--- src/rtl/lf_capture_sequencer_if.sv ---
// Pixel stream bundle between the pixel source, the capture sequencer and the filter.
// The master side drives source pixels and observes framed output; the slave side is the sequencer.
interface lf_capture_sequencer_if;
  logic        src_valid;
  logic [23:0] src_pixel;
  logic        src_ready;
  logic        pixel_valid_out;
  logic [23:0] pixel_out;
  logic        soc_out;
  logic        eoc_out;
  logic        solf_out;
  logic        eolf_out;
  logic [1:0]  kernel_size_out;
  logic [7:0]  capture_idx;

  modport master (
    output src_valid, src_pixel,
    input  src_ready, pixel_valid_out, pixel_out, soc_out, eoc_out,
           solf_out, eolf_out, kernel_size_out, capture_idx
  );

  modport slave (
    input  src_valid, src_pixel,
    output src_ready, pixel_valid_out, pixel_out, soc_out, eoc_out,
           solf_out, eolf_out, kernel_size_out, capture_idx
  );
endinterface

--- src/rtl/lf_capture_sequencer.sv ---
// Frames a raw RGB pixel stream into captures and light fields for the low-pass filter,
// inserting an idle gap after each capture and freezing the kernel size per light field.
module lf_capture_sequencer #(
  parameter int IMG_W        = 640,
  parameter int IMG_H        = 480,
  parameter int NUM_CAPTURES = 17,
  parameter int GAP_CYCLES   = 16
) (
  input  logic                          clk,
  input  logic                          rst_n,
  input  logic                          start,
  input  logic [1:0]                    sw_kernel_size,
  lf_capture_sequencer_if.slave         px,
  output logic                          busy
);

  localparam int NUM_PIX = IMG_W * IMG_H;
  localparam int PIX_W   = (NUM_PIX > 1) ? $clog2(NUM_PIX) : 1;
  localparam int GAP_W   = $clog2(GAP_CYCLES + 1);

  localparam logic [PIX_W-1:0] LAST_PIX = PIX_W'(NUM_PIX - 1);
  localparam logic [GAP_W-1:0] LAST_GAP = GAP_W'(GAP_CYCLES - 1);
  localparam logic [7:0]       LAST_CAP = 8'(NUM_CAPTURES - 1);

  typedef enum logic [1:0] {
    IDLE,
    STREAM,
    GAP
  } state_t;

  state_t            state_q, state_d;
  logic [PIX_W-1:0]  pix_cnt_q, pix_cnt_d;
  logic [GAP_W-1:0]  gap_cnt_q, gap_cnt_d;
  logic [7:0]        cap_idx_q, cap_idx_d;
  logic [1:0]        kernel_q, kernel_d;
  logic              busy_q, busy_d;
  logic              src_ready_q, src_ready_d;
  logic              pixel_valid_q, pixel_valid_d;
  logic [23:0]       pixel_q, pixel_d;
  logic              soc_q, soc_d;
  logic              eoc_q, eoc_d;
  logic              solf_q, solf_d;
  logic              eolf_q, eolf_d;
  logic              handshake;
  logic              last_pix;

  assign handshake = src_ready_q & px.src_valid;
  assign last_pix  = (pix_cnt_q == LAST_PIX);

  // Markers and valid are one-shot; pixel data holds its last value between beats.
  always_comb begin
    state_d       = state_q;
    pix_cnt_d     = pix_cnt_q;
    gap_cnt_d     = gap_cnt_q;
    cap_idx_d     = cap_idx_q;
    kernel_d      = kernel_q;
    busy_d        = busy_q;
    src_ready_d   = src_ready_q;
    pixel_valid_d = 1'b0;
    pixel_d       = pixel_q;
    soc_d         = 1'b0;
    eoc_d         = 1'b0;
    solf_d        = 1'b0;
    eolf_d        = 1'b0;

    case (state_q)
      IDLE: begin
        if (start) begin
          state_d     = STREAM;
          kernel_d    = sw_kernel_size;
          pix_cnt_d   = '0;
          gap_cnt_d   = '0;
          cap_idx_d   = '0;
          busy_d      = 1'b1;
          src_ready_d = 1'b1;
        end
      end

      STREAM: begin
        if (handshake) begin
          pixel_valid_d = 1'b1;
          pixel_d       = px.src_pixel;
          soc_d         = (pix_cnt_q == '0);
          eoc_d         = last_pix;
          solf_d        = (pix_cnt_q == '0) && (cap_idx_q == '0);
          eolf_d        = last_pix && (cap_idx_q == LAST_CAP);
          if (last_pix) begin
            pix_cnt_d   = '0;
            gap_cnt_d   = '0;
            src_ready_d = 1'b0;
            state_d     = GAP;
          end else begin
            pix_cnt_d = pix_cnt_q + PIX_W'(1);
          end
        end
      end

      GAP: begin
        // Gap end decides between the next capture and the end of the light field.
        if (gap_cnt_q == LAST_GAP) begin
          gap_cnt_d = '0;
          if (cap_idx_q == LAST_CAP) begin
            state_d = IDLE;
            busy_d  = 1'b0;
          end else begin
            cap_idx_d   = cap_idx_q + 8'd1;
            src_ready_d = 1'b1;
            state_d     = STREAM;
          end
        end else begin
          gap_cnt_d = gap_cnt_q + GAP_W'(1);
        end
      end

      default: begin
        state_d     = IDLE;
        busy_d      = 1'b0;
        src_ready_d = 1'b0;
      end
    endcase
  end

  always_ff @(posedge clk or negedge rst_n) begin
    if (!rst_n) begin
      state_q       <= IDLE;
      pix_cnt_q     <= '0;
      gap_cnt_q     <= '0;
      cap_idx_q     <= '0;
      kernel_q      <= '0;
      busy_q        <= 1'b0;
      src_ready_q   <= 1'b0;
      pixel_valid_q <= 1'b0;
      pixel_q       <= '0;
      soc_q         <= 1'b0;
      eoc_q         <= 1'b0;
      solf_q        <= 1'b0;
      eolf_q        <= 1'b0;
    end else begin
      state_q       <= state_d;
      pix_cnt_q     <= pix_cnt_d;
      gap_cnt_q     <= gap_cnt_d;
      cap_idx_q     <= cap_idx_d;
      kernel_q      <= kernel_d;
      busy_q        <= busy_d;
      src_ready_q   <= src_ready_d;
      pixel_valid_q <= pixel_valid_d;
      pixel_q       <= pixel_d;
      soc_q         <= soc_d;
      eoc_q         <= eoc_d;
      solf_q        <= solf_d;
      eolf_q        <= eolf_d;
    end
  end

  assign px.src_ready       = src_ready_q;
  assign px.pixel_valid_out = pixel_valid_q;
  assign px.pixel_out       = pixel_q;
  assign px.soc_out         = soc_q;
  assign px.eoc_out         = eoc_q;
  assign px.solf_out        = solf_q;
  assign px.eolf_out        = eolf_q;
  assign px.kernel_size_out = kernel_q;
  assign px.capture_idx     = cap_idx_q;
  assign busy               = busy_q;

endmodule
--- src/flat_wrapper.sv ---
// flat-port wrapper written by rule: the top's interface ports become plain ports
module lf_capture_sequencer_flat 
#(
  parameter int IMG_W        = 640,
  parameter int IMG_H        = 480,
  parameter int NUM_CAPTURES = 17,
  parameter int GAP_CYCLES   = 16
)
  (clk, rst_n, start, sw_kernel_size, busy, px_src_valid, px_src_pixel, px_src_ready, px_pixel_valid_out, px_pixel_out, px_soc_out, px_eoc_out, px_solf_out, px_eolf_out, px_kernel_size_out, px_capture_idx);
  lf_capture_sequencer_if px_i ();
  input  logic clk;
  input  logic rst_n;
  input  logic start;
  input  logic [1:0] sw_kernel_size;
  output logic busy;
  input wire logic [$bits(px_i.src_valid)-1:0] px_src_valid;
  input wire logic [$bits(px_i.src_pixel)-1:0] px_src_pixel;
  output wire logic [$bits(px_i.src_ready)-1:0] px_src_ready;
  output wire logic [$bits(px_i.pixel_valid_out)-1:0] px_pixel_valid_out;
  output wire logic [$bits(px_i.pixel_out)-1:0] px_pixel_out;
  output wire logic [$bits(px_i.soc_out)-1:0] px_soc_out;
  output wire logic [$bits(px_i.eoc_out)-1:0] px_eoc_out;
  output wire logic [$bits(px_i.solf_out)-1:0] px_solf_out;
  output wire logic [$bits(px_i.eolf_out)-1:0] px_eolf_out;
  output wire logic [$bits(px_i.kernel_size_out)-1:0] px_kernel_size_out;
  output wire logic [$bits(px_i.capture_idx)-1:0] px_capture_idx;
  assign px_i.src_valid = px_src_valid;
  assign px_i.src_pixel = px_src_pixel;
  assign px_src_ready = px_i.src_ready;
  assign px_pixel_valid_out = px_i.pixel_valid_out;
  assign px_pixel_out = px_i.pixel_out;
  assign px_soc_out = px_i.soc_out;
  assign px_eoc_out = px_i.eoc_out;
  assign px_solf_out = px_i.solf_out;
  assign px_eolf_out = px_i.eolf_out;
  assign px_kernel_size_out = px_i.kernel_size_out;
  assign px_capture_idx = px_i.capture_idx;
  lf_capture_sequencer #(.IMG_W(IMG_W), .IMG_H(IMG_H), .NUM_CAPTURES(NUM_CAPTURES), .GAP_CYCLES(GAP_CYCLES)) u_core (.clk(clk), .rst_n(rst_n), .start(start), .sw_kernel_size(sw_kernel_size), .px(px_i), .busy(busy));
endmodule
--- config.mk ---
export PLATFORM = sky130hd
export DESIGN_NAME = lf_capture_sequencer_flat
export DESIGN_NICKNAME = d
export VERILOG_FILES = /design/src/rtl/lf_capture_sequencer_if.sv /design/src/rtl/lf_capture_sequencer.sv /design/src/flat_wrapper.sv
export SDC_FILE = /design/constraint.sdc
export NUM_CORES = 1
export LEC_CHECK = 0
export CORE_UTILIZATION = 45
export DETAILED_ROUTE_END_ITERATION = 10
export PLACE_DENSITY = 0.75
export SYNTH_ARGS = -nofsm -noshare
export SYNTH_HDL_FRONTEND = slang
export SYNTH_SLANG_ARGS = --single-unit
--- constraint.sdc ---
create_clock -name clk -period 2.02 [get_ports clk]
set_clock_uncertainty 0.1 [all_clocks]
set_input_delay 0.505 -clock clk [delete_from_list [all_inputs] [get_ports clk]]
set_output_delay 0.505 -clock clk [all_outputs]
set_load 0.005 [all_outputs]
# Yosys cells after proc, flatten, opt, wreduce, memory -nomap -nowiden
# Cells that the tools add are included.
# word_totals
output_inout_bits,41
word_cells,83
reg_bits,67
in_bits,30
# op_classes
bitwise_logic,2
n_eq_ne,11
n_mux,38
addsub,3
n_reduce_logical,16
# ops
op,count
$mux W19,3
$pmux W19 S2,1
$mux W8,3
$mux W5,4
$add A19 B1 Y19 const B,1
$eq A19 B19 Y1 const B,1
$logic_not A19 Y1,1
$mux W1,18
$pmux W8 S2,1
$reduce_and A4 Y1,4
$pmux W5 S3,1
$add A8 B1 Y8 const B,1
$eq A8 B5 Y1 const B,1
$logic_not A8 Y1,1
$mux W2,4
$ne A2 B1 Y1 const B,4
$pmux W1 S3,2
$pmux W2 S3,1
$add A5 B1 Y5 const B,1
$eq A5 B4 Y1 const B,1
$reduce_and A5 Y1,1
$ne A2 B2 Y1 const B,2
$reduce_and A2 Y1,2
$reduce_bool A2 Y1,2
other kinds (8),9

# Depth between registers and ports, before layout
# Gate-level depths: netlist of the first run.
# logic_depth
word_depth,4
mapped_depth,7
depth_no_buf,6

# Worst setup path after synthesis of the first run
# OpenSTA, ideal clock, no wires.
# synth_path
path_type,reg2reg
from,register u_core.pix_cnt_q[0]
to,register u_core.pix_cnt_q[14]
arrival_ps,1987
synth_period_minus_slack_ps,2169
slack_ps,-149
setup_time_ps,82
required_ps,1838
path_stages_with_launch,7
path_buffers,1
cell_sequence,dfrtp_1 ha_1 nand3_1 or4_4 buf_6 or4_4 a22oi_2
# synth_between
elab_chain_len,4
elab_cells_between_ends,5
classes_between,add/sub (1); eq/ne (1); mux (3)
# synth_rtl
item,line,source
"start, declared",lf_capture_sequencer.sv:32,"logic [PIX_W-1:0] pix_cnt_q, pix_cnt_d;"
"start signal, assigned",lf_capture_sequencer.sv:140,pix_cnt_q <= pix_cnt_d;
$add A19 B1 Y19 / $eq A19 B19 Y1 (equally long branches),"lf_capture_sequencer.sv:93, lf_capture_sequencer.sv:48",
$mux W19 (*),lf_capture_sequencer.sv:87,if (last_pix) begin
$mux W19 (*),lf_capture_sequencer.sv:80,if (handshake) begin
$pmux W19 S2 (*),lf_capture_sequencer.sv:66,case (state_q)
# Every way passes the cells marked *; elsewhere a longest branch is shown, timed or not. The select of a mux whose other input is x is not followed.
# A chain may end at the register's enable or synchronous reset.

# Worst setup path in the final report of the first run
# layout_path
from,register u_core.pix_cnt_q[1]
to,register u_core.pix_cnt_q[14]
# The elaborated chain is that of the path after synthesis.

==> impl_metrics.prom, run 1 <==
# TYPE chip_impl_metric gauge
chip_impl_metric{name="fraction_of_power_spent_switching_nets",unit="%"} 33.03
chip_impl_metric{name="placement_rows",unit=""} 30
chip_impl_metric{name="drtPass1Iterations",unit=""} 4
chip_impl_info{name="unrepaired_setup_endpoints_after_global_routing",value="yes"} 1
chip_impl_info{name="endpoint_kind",value="flip-flop"} 1
chip_impl_metric{name="netlist_area",unit="um2"} 3302
chip_impl_metric{name="postSynthAreaPerCell",unit="um2"} 9.172
chip_impl_metric{name="grt_util_met1",unit="%"} 31.97
chip_impl_metric{name="io_buffer_count",unit=""} 70
chip_impl_metric{name="area_after_dpl",unit="um2"} 4332
chip_impl_metric{name="syn_warnings",unit=""} 0
chip_impl_metric{name="layout_min_cycle_time",unit="ns"} 1.972
chip_impl_metric{name="route.detailed.wl_per_inst",unit="um"} 14.23
chip_impl_metric{name="skew_pair_late_insertion_delay",unit="ns"} 0.34
chip_impl_info{name="status",value="complete, no violations"} 1
chip_impl_metric{name="cts_max_level",unit=""} 3
chip_impl_metric{name="route.detailed.drc",unit=""} 0
chip_impl_info{name="hp-start",value="u_core.px.pixel_out[1]$_DFFE_PN0P_"} 1
chip_impl_metric{name="cts_inserted_buffers",unit=""} 9
chip_impl_metric{name="grt_max_degree",unit=""} 57
chip_impl_metric{name="tightest_slew",unit="ns"} 0.6475
chip_impl_metric{name="ys_ff_latch",unit=""} 67
chip_impl_metric{name="routed-via-count",unit=""} 2985
chip_impl_metric{name="drtIter0Drc",unit=""} 184
chip_impl_metric{name="synthesis.nets",unit=""} 395
chip_impl_metric{name="synth_adder_area_share",unit="%"} 1.895
chip_impl_metric{name="sequential_area_share_after_synthesis",unit="%"} 50.78
chip_impl_metric{name="syn_inst",unit=""} 360
chip_impl_info{name="postSynth.topFlopCell",value="sky130_fd_sc_hd__dfrtp_1"} 1
chip_impl_metric{name="fmax",unit="GHz"} 0.5072
chip_impl_metric{name="use_met2",unit="%"} 35.30
chip_impl_info{name="reg2reg_from",value="u_core.pix_cnt_q[1]$_DFFE_PN0P_"} 1
chip_impl_metric{name="arrival",unit="ns"} 2.13
chip_impl_metric{name="initial_utilization",unit="%"} 47.55
chip_impl_metric{name="yosys-mux-area-fraction",unit="%"} 0.3031
chip_impl_metric{name="yosysUniqueCellTypes",unit=""} 53
chip_impl_metric{name="num_antenna_cells",unit=""} 0
chip_impl_metric{name="timing.final.max_slew_violations",unit=""} 0
chip_impl_metric{name="core-area",unit="um2"} 6944
chip_impl_metric{name="first_global_vias",unit=""} 3005
chip_impl_metric{name="cts-root-to-sink-buffers",unit=""} 2
chip_impl_metric{name="worst-r2r-setup-slack",unit="ns"} 0.05
chip_impl_info{name="critical_path_class",value="reg2reg"} 1
chip_impl_metric{name="share_comb_of_total_power",unit="%"} 37.6
chip_impl_info{name="netlist_top_cells_area",value="sky130_fd_sc_hd__dfrtp_1 51%, sky130_fd_sc_hd__nand2_1 11%, sky130_fd_sc_hd__o21ai_0 3.8%, sky130_fd_sc_hd__nand3_1 2.3%, sky130_fd_sc_hd__buf_6 2.0%"} 1
chip_impl_metric{name="gr-usage-all-layers",unit="%"} 23.68
chip_impl_metric{name="power.leakage",unit="uW"} 0.002073
chip_impl_metric{name="top_level_ports",unit=""} 71
chip_impl_metric{name="hold_viol",unit=""} 0
chip_impl_metric{name="fp.dieArea",unit="um2"} 7684
chip_impl_metric{name="grt-ovfl-total",unit=""} 0
chip_impl_metric{name="grt_antenna_before_repair",unit=""} 0
chip_impl_metric{name="seq_power_share",unit="%"} 40.0
chip_impl_metric{name="r2r_cells",unit=""} 5
chip_impl_metric{name="synth_compound_gate_area_share",unit="%"} 13.91
chip_impl_metric{name="synth_enable_flop_cells",unit=""} 0
chip_impl_info{name="timing.critical_path.from",value="u_core.pix_cnt_q[1]$_DFFE_PN0P_"} 1
chip_impl_info{name="synth_top_area_cell",value="sky130_fd_sc_hd__dfrtp_1"} 1
chip_impl_info{name="synth_top_family_by_area",value="simple AND/OR/NAND/NOR gates"} 1
chip_impl_info{name="most_frequent_cell_after_synthesis",value="sky130_fd_sc_hd__nand2_1"} 1
chip_impl_metric{name="net-switching-power",unit="uW"} 1627
chip_impl_info{name="worstSetupEndpoint",value="u_core.pix_cnt_q[14]$_DFFE_PN0P_"} 1
chip_impl_metric{name="finalSetupViolations",unit=""} 0
chip_impl_info{name="clock_tree.root_cell",value="sky130_fd_sc_hd__clkbuf_8"} 1
chip_impl_info{name="grt_busiest_layer",value="met2"} 1
chip_impl_metric{name="synth-async-reset-ratio",unit="%"} 100.0
chip_impl_metric{name="count_of_max_cap_constraint_violations",unit=""} 0
chip_impl_metric{name="die_width",unit="um"} 87.66
chip_impl_metric{name="finalNetCount",unit=""} 500
chip_impl_metric{name="power_density",unit="nW/um2"} 1075
chip_impl_info{name="timing.hold.worst.class",value="reg2reg"} 1
chip_impl_metric{name="worstPathMaxFanout",unit=""} 7
chip_impl_metric{name="power",unit="uW"} 4926
chip_impl_info{name="critical_path.startpoint_type",value="flip-flop"} 1
chip_impl_metric{name="grtUsageMet3",unit="%"} 7.634
chip_impl_metric{name="clkSinkCount",unit=""} 67
chip_impl_metric{name="layout-area-overhead-vs-synth",unit="%"} 38.84
chip_impl_metric{name="grt_first_pass_wirelength",unit="um"} 14010
chip_impl_metric{name="synth_largest_type_area_fraction",unit="%"} 50.78
chip_impl_metric{name="routabilityCongestion",unit=""} 0.8768
chip_impl_info{name="cts_tree",value="yes"} 1
chip_impl_metric{name="half_perimeter_wire_length_after_detailed_placement",unit="um"} 5669
chip_impl_metric{name="totalWireLength",unit="um"} 8040
chip_impl_metric{name="avgViaCountPerCell",unit=""} 5.283
chip_impl_metric{name="post-route-period-util",unit="%"} 97.61
chip_impl_metric{name="worst_slew_margin_rel",unit="%"} 56.74
chip_impl_metric{name="p_int",unit="uW"} 3299
chip_impl_metric{name="synth_simple_gate_area_share",unit="%"} 26.11
chip_impl_metric{name="worstPathRequired",unit="ns"} 2.18
chip_impl_metric{name="die_height",unit="um"} 87.66
chip_impl_metric{name="worst_ir_drop_vdd",unit="V"} 0.0006240
chip_impl_metric{name="clock_pin_slew_on_the_worst_setup_and_hold_paths",unit="ns"} 0.08
chip_impl_metric{name="postLayoutCellArea",unit="um2"} 4584
chip_impl_metric{name="pwr-share-clk",unit="%"} 22.4
chip_impl_metric{name="synth_xor_xnor_area_share",unit="%"} 1.326
chip_impl_metric{name="drive_above_1_share",unit="%"} 16.84
chip_impl_metric{name="antenna_violating_nets_post_route",unit=""} 0
chip_impl_info{name="reg2reg_to",value="u_core.pix_cnt_q[14]$_DFFE_PN0P_"} 1
chip_impl_info{name="synth_common_cells",value="99 x sky130_fd_sc_hd__nand2_1, 67 x sky130_fd_sc_hd__dfrtp_1, 25 x sky130_fd_sc_hd__o21ai_0"} 1
## area by class of cell
cell class | count | area [um2]
Fill cell | 560 | 2360
Sequential cell | 67 | 1679
Multi-Input combinational cell | 259 | 1494
Timing Repair Buffer | 115 | 1052
Clock buffer | 9 | 123.9
Tap cell | 96 | 120.1
Clock inverter | 6 | 66.31
Inverter | 13 | 48.80
## flip-flops by register name (all words and copies together), names as in the netlist
name	count
u_core.busy	1
u_core.gap_cnt_q	5
u_core.pix_cnt_q	19
u_core.px.capture_idx	8
u_core.px.eoc_out	1
u_core.px.eolf_out	1
u_core.px.kernel_size_out	2
u_core.px.pixel_out	24
u_core.px.pixel_valid_out	1
u_core.px.soc_out	1
u_core.px.solf_out	1
u_core.px.src_ready	1
u_core.state_q	2
## routing by layer
layer  share of wire (%)  up-vias
met1                  45     1406
met2                  46       95
li1                    -     1474
met3                 7.5       10
met4                 1.5        0
met5                   0        -
## cell usage in the layout (no fill, tap or decap), drive strengths merged, types with 3 or more instances in the layout
cell type / synthesis / layout
or4: 5 / 5
ha: 5 / 5
o21bai: 4 / 4
nand2b: 5 / 5
and4: 3 / 3
nand4: 10 / 10
nor4: 6 / 6
o22ai: 4 / 4
nand3: 15 / 15
nand2: 99 / 99
clkinv: 0 / 4
or3: 3 / 3
a21oi: 7 / 7
xnor2: 4 / 4
buf: 8 / 45
o21ai: 25 / 25
a31oi: 4 / 4
nor2: 13 / 13
a22oi: 4 / 4
o31ai: 5 / 5
a2111oi: 3 / 3
clkdlybuf4s50: 0 / 69
dfrtp: 67 / 67
nor3b: 4 / 4
nor3: 8 / 8
clkbuf: 13 / 9
inv: 13 / 14
## through the flow
stage | cells | setup slack [ns] | hold WS, ns | utilization (%) | TNS [ns]
floorplan | 360 | -0.05737 | 0.1094 | - | -0.05737
global placement | 547 | -0.2271 | 0.3004 | 62.38 | -3.565
detailed placement | 547 | -0.2896 | 0.3089 | 62.38 | -4.748
CTS | 563 | 0.02154 | 0.3796 | 65.30 | 0
global route | 565 | -0.003659 | 0.3967 | 66.02 | -0.008779
finish | 565 | 0.04820 | 0.3748 | 66.02 | 0
## cell families after synthesis
group,after synthesis
DFF,67
AOI/OAI and AO/OA,69
adders and majority gates,5
xor gates and xnor gates,5
buffers and inverters,34
and+or+nand+nor,179
muxes,1
## power groups by stage
stage / sequential (uW) / combinational, uW / clock (uW)
after global routing: 2020 / 2080 / 1180
after floorplan: 1990 / 837 / 0
after CTS: 1970 / 1850 / 1120
after detailed placement: 1980 / 1840 / 0
final: 1970 / 1850 / 1100
after global placement: 1980 / 1790 / 0
## how the worst min path moves through the flow
stage	to	cells past startpoint
finish	u_core.px.pixel_out[1]$_DFFE_PN0P_	2
CTS	u_core.px.pixel_out[17]$_DFFE_PN0P_	2
global route	u_core.px.pixel_out[15]$_DFFE_PN0P_	2
global placement	u_core.px.pixel_out[16]$_DFFE_PN0P_	1
floorplan	u_core.busy$_DFFE_PN0P_	0
detailed placement	u_core.px.pixel_out[17]$_DFFE_PN0P_	1
## timing repair
item,in CTS,in global routing
hold buffers,1,0
endpoints found under the hold margin,11,0
pin swaps,0,1
cloned,0,0
buffers inserted,0,2
gates resized for setup,2,11
endpoints found under the setup margin,2,17
## critical path, stage by stage (launching register included)
cell	delay (ns)
sky130_fd_sc_hd__dfrtp_1	0.40
sky130_fd_sc_hd__ha_4	0.17
sky130_fd_sc_hd__nand3_4	0.07
sky130_fd_sc_hd__or4_4	0.48
sky130_fd_sc_hd__or4_4	0.53
sky130_fd_sc_hd__a22oi_2	0.15
(Power assumes the default switching activity.)
==> inputs of run 2 (changes only) <==
--- a/config.mk
+++ b/config.mk
@@ -6,6 +6,7 @@
 export NUM_CORES = 1
 export LEC_CHECK = 0
 export CORE_UTILIZATION = 45
+export CTS_BUF_LIST = sky130_fd_sc_hd__clkbuf_8
 export DETAILED_ROUTE_END_ITERATION = 10
 export PLACE_DENSITY = 0.75
 export SYNTH_ARGS = -nofsm -noshare
==> results of run 2 <==
No change in the layout: final DEF, timing and power equal those of run 1.
